`config.mk`:
```
export PLATFORM = sky130hd
export DESIGN_NAME = sgb_rom_arbiter
export DESIGN_NICKNAME = d
export VERILOG_FILES = /design/src/rtl/sgb_rom_arb_pkg.sv /design/src/rtl/sgb_req_latch.sv /design/src/rtl/sgb_rom_arbiter.sv
export SDC_FILE = /design/constraint.sdc
export NUM_CORES = 1
export LEC_CHECK = 0
export CAP_MARGIN = 15
export CORE_ASPECT_RATIO = 1.1
export CORE_MARGIN = 2
export CORE_UTILIZATION = 45
export CTS_CLUSTER_DIAMETER = 60
export DETAILED_ROUTE_END_ITERATION = 16
export GPL_ROUTABILITY_DRIVEN = 0
export HOLD_SLACK_MARGIN = 0.02
export MAX_ROUTING_LAYER = met4
export PLACE_DENSITY = 0.89
export SETUP_SLACK_MARGIN = 0.4
export SLEW_MARGIN = 20
export SYNTH_ARGS = -nofsm -noshare
export SYNTH_HDL_FRONTEND = slang
export SYNTH_SLANG_ARGS = --single-unit
```
`constraint.sdc`:
```
create_clock -name i_clk -period 1.9 [get_ports i_clk]
set_input_delay 0.19 -clock i_clk [delete_from_list [all_inputs] [get_ports i_clk]]
set_output_delay 0.19 -clock i_clk [all_outputs]
set_load 0.01 [all_outputs]
```
`src/rtl/sgb_rom_arb_pkg.sv`:
```
// Shared types and constants for the SGB ROM port arbiter.
package sgb_rom_arb_pkg;

  localparam int ADDR_W = 25;

  localparam logic [1:0] PORT_DL   = 2'd0;
  localparam logic [1:0] PORT_SNES = 2'd1;
  localparam logic [1:0] PORT_GB   = 2'd2;

  typedef enum logic [1:0] {
    ST_IDLE       = 2'd0,
    ST_GRANT_DL   = 2'd1,
    ST_GRANT_SNES = 2'd2,
    ST_GRANT_GB   = 2'd3
  } arb_state_e;

  // GB reads one byte of the 16-bit word, chosen by byte address bit 0
  function automatic logic [7:0] gb_byte_sel(input logic [15:0] q, input logic hi);
    return hi ? q[15:8] : q[7:0];
  endfunction

endpackage

```
`src/rtl/sgb_req_latch.sv`:
```
// One-deep pending request latch. A strobe on the grant edge queues behind the
// granted contents; a strobe onto an ungranted pending request sets overrun.
module sgb_req_latch #(
  parameter int AW = 25,
  parameter int DW = 16
) (
  input  logic          i_clk,
  input  logic          i_reset,
  input  logic          i_strobe,
  input  logic [AW-1:0] i_addr,
  input  logic [DW-1:0] i_data,
  input  logic          i_grant,
  output logic          o_pend,
  output logic [AW-1:0] o_addr,
  output logic [DW-1:0] o_data,
  output logic          o_overrun
);

  logic          r_pend;
  logic [AW-1:0] r_addr;
  logic [DW-1:0] r_data;
  logic          r_overrun;

  always_ff @(posedge i_clk) begin
    if (i_reset) begin
      r_pend    <= 1'b0;
      r_addr    <= {AW{1'b0}};
      r_data    <= {DW{1'b0}};
      r_overrun <= 1'b0;
    end else if (i_strobe) begin
      r_pend <= 1'b1;
      r_addr <= i_addr;
      r_data <= i_data;
      if (r_pend && !i_grant) begin
        r_overrun <= 1'b1;
      end
    end else if (i_grant) begin
      r_pend <= 1'b0;
    end
  end

  assign o_pend    = r_pend;
  assign o_addr    = r_addr;
  assign o_data    = r_data;
  assign o_overrun = r_overrun;

endmodule

```
`src/rtl/sgb_rom_arbiter.sv`:
```
// Arbitrates the shared 16-bit ROM port between download writes, GB reads and
// SNES fetches: DL first, then a starved GB, then SNES, then GB.
module sgb_rom_arbiter import sgb_rom_arb_pkg::*; #(
  parameter logic [ADDR_W-1:0] SNES_BASE   = 25'h0000000,
  parameter logic [ADDR_W-1:0] GB_BASE     = 25'h0800000,
  parameter int                GB_MAX_WAIT = 8
) (
  input  logic              i_clk,
  input  logic              i_reset,
  input  logic              i_snes_rd,
  input  logic [23:0]       i_snes_addr,
  output logic [15:0]       o_snes_q,
  output logic              o_snes_valid,
  input  logic              i_gb_rd,
  input  logic [22:0]       i_gb_addr,
  output logic [7:0]        o_gb_q,
  output logic              o_gb_valid,
  input  logic              i_dl_wr,
  input  logic [24:0]       i_dl_addr,
  input  logic [15:0]       i_dl_data,
  output logic              o_mem_req,
  output logic              o_mem_we,
  output logic [ADDR_W-1:0] o_mem_addr,
  output logic [15:0]       o_mem_din,
  input  logic              i_mem_ack,
  input  logic [15:0]       i_mem_q,
  output logic              o_overrun
);

  localparam logic [7:0] LP_GB_MAX = 8'(GB_MAX_WAIT);

  logic              w_dl_pend, w_snes_pend, w_gb_pend;
  logic [24:0]       w_dl_addr;
  logic [23:0]       w_snes_addr;
  logic [22:0]       w_gb_addr;
  logic [15:0]       w_dl_data, w_snes_data, w_gb_data;
  logic              w_dl_ovr, w_snes_ovr, w_gb_ovr;
  logic              w_grant_dl, w_grant_snes, w_grant_gb, w_grant_any, w_done, w_gb_starved;
  logic [ADDR_W-1:0] w_win_addr;
  logic              w_win_we;
  logic [15:0]       w_win_din;
  logic [1:0]        w_win_port;
  arb_state_e        r_state, w_state_nxt;

  logic              r_mem_req, r_mem_we, r_snes_valid, r_gb_valid;
  logic [ADDR_W-1:0] r_mem_addr;
  logic [15:0]       r_mem_din, r_snes_q;
  logic [7:0]        r_gb_q, r_gb_wait;
  logic [1:0]        r_port;

  sgb_req_latch #(.AW(25), .DW(16)) u_dl_latch (
    .i_clk(i_clk), .i_reset(i_reset), .i_strobe(i_dl_wr), .i_addr(i_dl_addr), .i_data(i_dl_data),
    .i_grant(w_grant_dl), .o_pend(w_dl_pend), .o_addr(w_dl_addr), .o_data(w_dl_data), .o_overrun(w_dl_ovr)
  );

  sgb_req_latch #(.AW(24), .DW(16)) u_snes_latch (
    .i_clk(i_clk), .i_reset(i_reset), .i_strobe(i_snes_rd), .i_addr(i_snes_addr), .i_data(16'h0000),
    .i_grant(w_grant_snes), .o_pend(w_snes_pend), .o_addr(w_snes_addr), .o_data(w_snes_data), .o_overrun(w_snes_ovr)
  );

  sgb_req_latch #(.AW(23), .DW(16)) u_gb_latch (
    .i_clk(i_clk), .i_reset(i_reset), .i_strobe(i_gb_rd), .i_addr(i_gb_addr), .i_data(16'h0000),
    .i_grant(w_grant_gb), .o_pend(w_gb_pend), .o_addr(w_gb_addr), .o_data(w_gb_data), .o_overrun(w_gb_ovr)
  );

  assign w_gb_starved = w_gb_pend && (r_gb_wait >= LP_GB_MAX);
  assign w_grant_any  = w_grant_dl | w_grant_snes | w_grant_gb;
  assign w_done       = (r_state != ST_IDLE) && i_mem_ack;

  always_ff @(posedge i_clk) begin
    if (i_reset) begin
      r_state <= ST_IDLE;
    end else begin
      r_state <= w_state_nxt;
    end
  end

  always_comb begin
    w_state_nxt = r_state;
    case (r_state)
      ST_IDLE: begin
        if (w_dl_pend)          w_state_nxt = ST_GRANT_DL;
        else if (w_gb_starved)  w_state_nxt = ST_GRANT_GB;
        else if (w_snes_pend)   w_state_nxt = ST_GRANT_SNES;
        else if (w_gb_pend)     w_state_nxt = ST_GRANT_GB;
        else                    w_state_nxt = ST_IDLE;
      end
      ST_GRANT_DL, ST_GRANT_SNES, ST_GRANT_GB: begin
        if (i_mem_ack) w_state_nxt = ST_IDLE;
        else           w_state_nxt = r_state;
      end
      default: w_state_nxt = ST_IDLE;
    endcase
  end

  always_comb begin
    w_grant_dl   = 1'b0;
    w_grant_snes = 1'b0;
    w_grant_gb   = 1'b0;
    w_win_addr   = {ADDR_W{1'b0}};
    w_win_we     = 1'b0;
    w_win_din    = 16'h0000;
    w_win_port   = PORT_DL;
    if (r_state == ST_IDLE) begin
      case (w_state_nxt)
        ST_GRANT_DL: begin
          w_grant_dl = 1'b1;
          w_win_addr = w_dl_addr;
          w_win_we   = 1'b1;
          w_win_din  = w_dl_data;
          w_win_port = PORT_DL;
        end
        ST_GRANT_SNES: begin
          w_grant_snes = 1'b1;
          w_win_addr   = SNES_BASE | {1'b0, w_snes_addr};
          w_win_din    = w_snes_data;
          w_win_port   = PORT_SNES;
        end
        ST_GRANT_GB: begin
          w_grant_gb = 1'b1;
          w_win_addr = GB_BASE | {2'b00, w_gb_addr};
          w_win_din  = w_gb_data;
          w_win_port = PORT_GB;
        end
        default: w_win_we = 1'b0;
      endcase
    end else begin
      w_win_we = 1'b0;
    end
  end

  // Bus is loaded on grant and frozen until ack; read data lands one cycle after ack
  always_ff @(posedge i_clk) begin
    if (i_reset) begin
      r_mem_req    <= 1'b0;
      r_mem_we     <= 1'b0;
      r_mem_addr   <= {ADDR_W{1'b0}};
      r_mem_din    <= 16'h0000;
      r_port       <= PORT_DL;
      r_snes_q     <= 16'h0000;
      r_snes_valid <= 1'b0;
      r_gb_q       <= 8'h00;
      r_gb_valid   <= 1'b0;
    end else begin
      r_snes_valid <= 1'b0;
      r_gb_valid   <= 1'b0;
      if (w_grant_any) begin
        r_mem_req  <= 1'b1;
        r_mem_we   <= w_win_we;
        r_mem_addr <= w_win_addr;
        r_mem_din  <= w_win_din;
        r_port     <= w_win_port;
      end else if (w_done) begin
        r_mem_req <= 1'b0;
        if (r_port == PORT_SNES) begin
          r_snes_q     <= i_mem_q;
          r_snes_valid <= 1'b1;
        end
        if (r_port == PORT_GB) begin
          r_gb_q     <= gb_byte_sel(i_mem_q, r_mem_addr[0]);
          r_gb_valid <= 1'b1;
        end
      end
    end
  end

  always_ff @(posedge i_clk) begin
    if (i_reset || !w_gb_pend || w_grant_gb) begin
      r_gb_wait <= 8'h00;
    end else if (r_gb_wait != 8'hFF) begin
      r_gb_wait <= r_gb_wait + 8'h01;
    end
  end

  assign o_mem_req    = r_mem_req;
  assign o_mem_we     = r_mem_we;
  assign o_mem_addr   = r_mem_addr;
  assign o_mem_din    = r_mem_din;
  assign o_snes_q     = r_snes_q;
  assign o_snes_valid = r_snes_valid;
  assign o_gb_q       = r_gb_q;
  assign o_gb_valid   = r_gb_valid;
  assign o_overrun    = w_dl_ovr | w_snes_ovr | w_gb_ovr;

endmodule

```
* Word level (Yosys, flattened, before mapping)
Index checks and enable logic that the tools add are counted.
** Operators by class
- Bitwise gates (word level) :: 6
- Muxes and demuxes :: 29
- Add/subtract/negate cells :: 1
- $lt $le $gt $ge :: 1
- Eq/ne operators :: 9
- Reductions and logical operators :: 24
** Operators by type and width (number)
- $pmux W25 S3 :: 1
- $mux W16 :: 2
- $mux W25 :: 1
- $mux W1 :: 16
- $mux W2 :: 6
- $eq A2 B2 Y1 const B :: 5
- $reduce_bool A2 Y1 :: 5
- $add A8 B1 Y8 const B :: 1
- $ge A8 B4 Y1 const B :: 1
- $mux W8 :: 1
- $ne A8 B8 Y1 const B :: 1
- $pmux W2 S2 :: 2
- $eq A2 B1 Y1 const B :: 3
- $reduce_and A2 Y1 :: 3
- $reduce_and A3 Y1 :: 2
- $reduce_or A3 Y1 :: 2
- $logic_and A1 B1 Y1 :: 5
- $logic_not A1 Y1 :: 4
- $or A1 B1 Y1 :: 4
- $logic_not A2 Y1 :: 1
- $logic_or A1 B1 Y1 :: 2
- $not A1 Y1 :: 2
** Storage, ports and cells
- Bits of input ports :: 110
- Logic and storage cells :: 91
- Output and inout bits :: 70
- Register bits :: 175

* Depth between registers and ports, before layout
- Depth after elaboration :: 12
- Mapped depth :: 7
- Mapped depth without buffers :: 5

* Modules after synthesis
From an unflattened synthesis, not the netlist that was laid out.
** Second synthesis, totals
- Cells, all modules :: 833
- Area total of the unflattened synthesis :: 8266.7 um2
** Modules (own cells, without submodules)
- sgb_rom_arbiter :: area an instance 3687.3 um2, times used 1, cells an instance 422, seq. area each 1621.6 um2
- sgb_req_latch at u_dl_latch :: area an instance 1565.3 um2, times used 1, cells an instance 140, seq. area each 860.8 um2
- sgb_req_latch at u_snes_latch :: area an instance 1531.5 um2, times used 1, cells an instance 137, seq. area each 840.8 um2
- sgb_req_latch at u_gb_latch :: area an instance 1482.7 um2, times used 1, cells an instance 134, seq. area each 820.8 um2

* Worst setup path before layout
OpenSTA, ideal clock, no wires.
- Path kind :: reg2reg
- From :: register u_dl_latch.r_pend, in the netlist u_dl_latch.o_pend
- To :: register r_mem_addr[15], in the netlist o_mem_addr[15]
- Path slack :: -23 ps
- Stages on the path, launching flop included :: 8
- Period minus slack after synthesis :: 1923 ps
- Setup time :: 142 ps
- Path buffers :: 3
- Required time :: 1758 ps
- Arrival time :: 1781 ps
- Cells stage by stage :: dfxtp_1 > or4b_4 > o221a_1 > buf_6 > buf_2 > buf_2 > nor3_1 > a311oi_1
** On the way
- Cells in the longest elaborated chain, start to end :: 7
- Elaborated cells on any way between the ends :: 15
- Those cells by class :: eq/ne: 3; mux: 10; bitwise: 2
** Ends and longest elaborated chain
- start: declaration :: line sgb_req_latch.sv:19 : logic r_pend;
- start signal: assignment :: line sgb_req_latch.sv:26 : r_pend <= 1'b0;
- start signal: assignment :: line sgb_req_latch.sv:31 : r_pend <= 1'b1;
- start signal: assignment :: line sgb_req_latch.sv:38 : r_pend <= 1'b0;
- $mux W2 (*) :: line sgb_rom_arbiter.sv:82 : if (w_dl_pend) w_state_nxt = ST_GRANT_DL;
- $pmux W2 S2 (*) :: line sgb_rom_arbiter.sv:80 : case (r_state)
- $eq A2 B1 Y1 / $eq A2 B2 Y1 (equally long branches) :: line sgb_rom_arbiter.sv:105 : case (w_state_nxt)
- $mux W1 :: line sgb_rom_arbiter.sv:105
- $mux W1 :: line sgb_rom_arbiter.sv:104 : if (r_state == ST_IDLE) begin
- $or A1 B1 Y1 (2 in a row) :: line sgb_rom_arbiter.sv:67 : assign w_grant_any = w_grant_dl | w_grant_snes | w_grant_gb;
- end signal: assignment :: line sgb_rom_arbiter.sv:137 : r_mem_addr <= {ADDR_W{1'b0}};
- end signal: assignment :: line sgb_rom_arbiter.sv:150 : r_mem_addr <= w_win_addr;
- end: declaration :: line sgb_rom_arbiter.sv:46 : logic [ADDR_W-1:0] r_mem_addr;
Every way passes the cells marked *; elsewhere a longest branch is shown, timed or not.
A chain may end at the register's enable or synchronous reset.

* Worst setup path after layout
- From :: register r_gb_wait[6]
- To :: register r_mem_addr[17], in the netlist o_mem_addr[17]
** On the way
- Cells in the longest elaborated chain, start to end :: 10
- Elaborated cells on any way between the ends :: 18
- Those cells by class :: order compare: 1; eq/ne: 3; mux: 11; bitwise: 2; reduce/logical: 1
** Ends and longest elaborated chain
- start: declaration :: line sgb_rom_arbiter.sv:48 : logic [7:0] r_gb_q, r_gb_wait;
- start signal: assignment :: line sgb_rom_arbiter.sv:171 : r_gb_wait <= r_gb_wait + 8'h01;
- $ge A8 B4 Y1 (*) :: line sgb_rom_arbiter.sv:66 : assign w_gb_starved = w_gb_pend && (r_gb_wait >= LP_GB_MAX);
- $logic_and A1 B1 Y1 (*) :: line sgb_rom_arbiter.sv:66
- $mux W2 (*) :: line sgb_rom_arbiter.sv:83 : else if (w_gb_starved) w_state_nxt = ST_GRANT_GB;
- $mux W2 (*) :: line sgb_rom_arbiter.sv:82
- $pmux W2 S2 (*) :: line sgb_rom_arbiter.sv:80
- $eq A2 B1 Y1 / $eq A2 B2 Y1 (equally long branches) :: line sgb_rom_arbiter.sv:105
- $mux W1 :: line sgb_rom_arbiter.sv:105
- $mux W1 :: line sgb_rom_arbiter.sv:104
- $or A1 B1 Y1 (2 in a row) :: line sgb_rom_arbiter.sv:67
Marked as above.

==> results.md <==
| Result | This run | Unit |
|---|---|---|
| Slowest cell on crit path | sky130_fd_sc_hd__or4b_4 | - |
| Global-route wire length before repair | 35.6 | mm |
| Combined global-route utilization of all metal layers | 25.9 | % |
| Critical path class | reg -> reg | - |
| Endpoint required time on the critical path | 2170 | ps |
| Wirelength per Cell | 20.0 | um |
| Buf+Inv Stages, Crit Path | 1 | - |
| Share of the cycle needed by the critical path after routing | 102 | % |
| Met2 wire length | 11.6 | mm |
| Unrepaired setup endpoints after global routing | yes | - |
| Clk Tree Root Cell | sky130_fd_sc_hd__clkbuf_16 | - |
| Overflow left after global routing | 0 | - |
| Number of clock sinks | 175 | - |
| Crit path DAT | 2210 | ps |
| FF-to-FF path depth | 5 | - |
| Reg-to-reg critical path endpoint | o_mem_addr[17]$_SDFFE_PP0P_ | - |
| Element type at the critical path start | register | - |
| Met1 layer wirelength in the final routing | 9.15 | mm |
| Max frequency | 516 | MHz |
| End point of the critical path | o_mem_addr[17]$_SDFFE_PP0P_ | - |
| Synth cell types | 45 | - |
| Number of buffers created by CTS | 17 | - |
| Worst setup slack after layout | -37.2 | ps |
| Initial Util | 45.5 | % |
| Leading cell type in the layout, fill and taps excluded | sky130_fd_sc_hd__dfxtp_1 | - |
| Total design power | 10000 | uW |
| Synthesized netlist cell count | 786 | - |
| Failing checks | setup timing | - |
| Launch point of the worst reg-to-reg path | r_gb_wait[6]$_SDFFE_PP0P_ | - |
| Register-to-register setup slack | -40 | ps |
| Detailed-routed wire length on met3 | 1.93 | mm |
| Vias per cell | 6.02 | - |
| Worst-path fanout max | 13 | - |
| Share of synthesized flip-flops with an asynchronous set or reset | 0 | % |
| Die extent in y | 138 | um |
| Register bit count reported by yosys | 175 | - |
| Clk_skew | 11.1 | ps |
| Setup total negative slack | -100 | ps |
| Antenna violation net count after detailed routing | 0 | - |
| Number of synthesized flops with an enable pin | 0 | - |
| Vias in the first global route | 6751 | - |
| Detailed router's first-iteration violation count | 578 | - |
| Fraction of the yosys area taken by sequential cells | 47.4 | % |
| Remaining DRCs | 0 | - |
| Number of gates on the worst path with buffers counted | 5 | - |
| Pins over their slew limit | 0 | - |
| Pre-CTS setup slack | -53.3 | ps |
| Pin count of the biggest net entering global routing | 69 | - |
| Power per cell area | 932 | nW/um^2 |
| CTS Buffer Depth | 2 | - |
| Clock period minus final worst setup slack | 1940 | ps |
| Horiz. Die Dim | 126 | um |
| Primary flip-flop cell chosen by synthesis mapping | sky130_fd_sc_hd__dfxtp_1 | - |
| Cell family with most CP delay | compound AO/OA/AOI/OAI gates | - |
| Count of nets after finishing | 1077 | - |
| Diode count | 0 | - |
| Cell-by-cell listing of the critical path | or4b_4 > o221a_4 > buf_6 > o22ai_1 > a311oi_2 | - |
| Warnings, synthesis | 0 | - |
| Peak supply drop | 0.000840 | V |
| Count of pins on the block boundary | 180 | - |
| Signed area change from the synthesized netlist to the final layout | 45.1 | % |
| Count of placed standard cells including taps | 1135 | - |
| Clock tree from TritonCTS | done | - |
| Clock slew at reported path FFs | 70 | ps |
| Via count | 7111 | - |
| Tightest Pin Transition | 763 | ps |
| Largest stage delay on the critical path | 580 | ps |
| Half-perimeter wire length after detailed placement | 14.3 | mm |
| Fraction of layout cells with a size suffix above 1 | 17.8 | % |
| Relative slew slack | 49.1 | % |
| Post-layout instance area | 10700 | um^2 |
| Number of antenna violations at the first check in global routing | 0 | - |
| Launch point of the worst path | r_gb_wait[6]$_SDFFE_PP0P_ | - |
| Placed Area | 9610 | um^2 |
| Area of the mapped netlist | 7400 | um^2 |
| Number of setup violations in the final report | 4 | - |
| Post-Synthesis Net Count | 898 | - |
| Filler-free cell count of the finished design | 1182 | - |
| Syn_area_per_cell | 9.41 | um^2 |
| Routed WL | 23.7 | mm |
| Filler cells | 1125 | - |
| Full die area | 17500 | um^2 |
| Commonest non-fill, non-tap cells in the layout | 170 x sky130_fd_sc_hd__dfxtp_1, 108 x sky130_fd_sc_hd__nor2_1, 108 x sky130_fd_sc_hd__clkdlybuf4s50_1 | - |
| Worst setup EP type | register | - |
| IO Port Bufs | 179 | - |
| Number of H-tree branching levels | 4 | - |
| # Max-Cap Violations | 0 | - |
| Leakage power summed over all cells | 0.00474 | uW |
| Number of placement rows | 49 | - |
| Top layer used by detailed routing | met4 | - |
| Run status | finished, violations left | - |
| Class of the most critical hold timing path | in -> reg | - |
| Hold violation count in the final report | 0 | - |
| Iteration count of the initial detailed-routing pass | 6 | - |
| Insertion delay to the later sink of the worst-skew pair | 430 | ps |
| Core ar. | 16200 | um^2 |
-- worst min path at each step --
| stage | slack, ps | depth (start not counted) | start | to |
|---|---|---|---|---|
| global route | 270 | 3 | i_gb_rd | u_gb_latch.o_addr[7]$_SDFFE_PP0P_ |
| detailed placement | 450 | 1 | u_gb_latch.o_overrun$_SDFFE_PP0P_ | u_gb_latch.o_overrun$_SDFFE_PP0P_ |
| floorplan | 330 | 2 | i_mem_q[0] | o_snes_q[0]$_SDFFE_PP0P_ |
| finish | 280 | 3 | i_gb_rd | u_gb_latch.o_addr[7]$_SDFFE_PP0P_ |
| CTS | 250 | 3 | i_gb_rd | u_gb_latch.o_overrun$_SDFFE_PP0P_ |
| global placement | 440 | 2 | u_snes_latch.o_overrun$_SDFFE_PP0P_ | u_snes_latch.o_overrun$_SDFFE_PP0P_ |
-- worst min-delay path: stages --
cell and delay, ps:
sky130_fd_sc_hd__buf_2 240, sky130_fd_sc_hd__mux2i_1 170, sky130_fd_sc_hd__nor2_1 70
-- synth_stat cells (all sizes together) (2+ instances only) --
cell type | n | share of area [%]
a21oi | 22 | 1.5
buf | 18 | 1.4
ha | 2 | 0.34
and3 | 2 | 0.17
a311oi | 23 | 2.7
nand4b | 23 | 2.7
o22ai | 23 | 1.9
nor3b | 25 | 2.6
a22o | 40 | 4.7
inv | 28 | 1.4
a31oi | 4 | 0.34
nor3 | 27 | 2.0
dfxtp | 175 | 47
nand2 | 39 | 2.0
clkbuf | 55 | 2.8
nor2 | 114 | 5.9
mux2i | 98 | 13
o21bai | 2 | 0.20
a211oi | 32 | 3.2
nor2b | 3 | 0.25
nand3 | 4 | 0.27
o21ai | 6 | 0.41
or2 | 3 | 0.25
or3 | 2 | 0.17
nand4 | 2 | 0.17
-- registers in the layout, summed over array words and instances, names as in the netlist, 8 cells and up --
register	flops
u_gb_latch.o_addr	23
o_snes_q	16
o_mem_addr	25
o_mem_din	16
r_gb_wait	8
u_dl_latch.o_data	16
o_gb_q	8
u_dl_latch.o_addr	25
u_snes_latch.o_addr	24
-- power breakdown --
group	leakage (uW)	switching [uW]	internal, uW	total [uW]
sequential	0.00144	222	3930	4150
clock	0.000289	1480	2050	3530
combinational	0.00302	1220	1110	2330
total	0.00474	2920	7090	10000
-- metrics by stage --
stage	hold WS, ps	util (%)
finish	283	66.1
global route	273	66.1
CTS	249	64.6
detailed placement	448	59.2
global placement	436	59.2
floorplan	326	-
-- kinds of logic after synthesis --
group,share of synthesized area (%)
adder cells (fa/ha/maj),0.338
buffers and inverters,5.65
multiplexers,13.3
XOR/XNOR,0.237
flip-flops,47.4
AND/OR/NAND/NOR,17.0
AO/OA/AOI/OAI,16.1
-- timing repair --
item	CTS	global route
setup endpoints to repair	106	79
pin swaps	21	6
buffers inserted	7	3
gates cloned	5	0
gates resized for setup	96	55
hold buffers	0	0
-- area by class of cell --
class | count | area, um^2 | area share [%]
Sequential cell | 175 | 3510 | 32.7
Timing Repair Buffer | 232 | 2360 | 21.9
Clock inverter | 12 | 133 | 1.24
Tap cell | 204 | 255 | 2.38
Multi-Input combinational cell | 511 | 3910 | 36.4
Inverter | 28 | 105 | 0.979
Clock buffer | 20 | 467 | 4.35
-- routing by layer --
| metal | vias to the layer above | track usage (%) |
|---|---|---|
| met5 | - | - |
| met4 | 0 | 11.3 |
| met3 | 85 | 5.11 |
| met2 | 437 | 42.4 |
| met1 | 3385 | 31.0 |
| li1 | 3204 | - |
No activity file was read; power rests on OpenSTA's default activity.
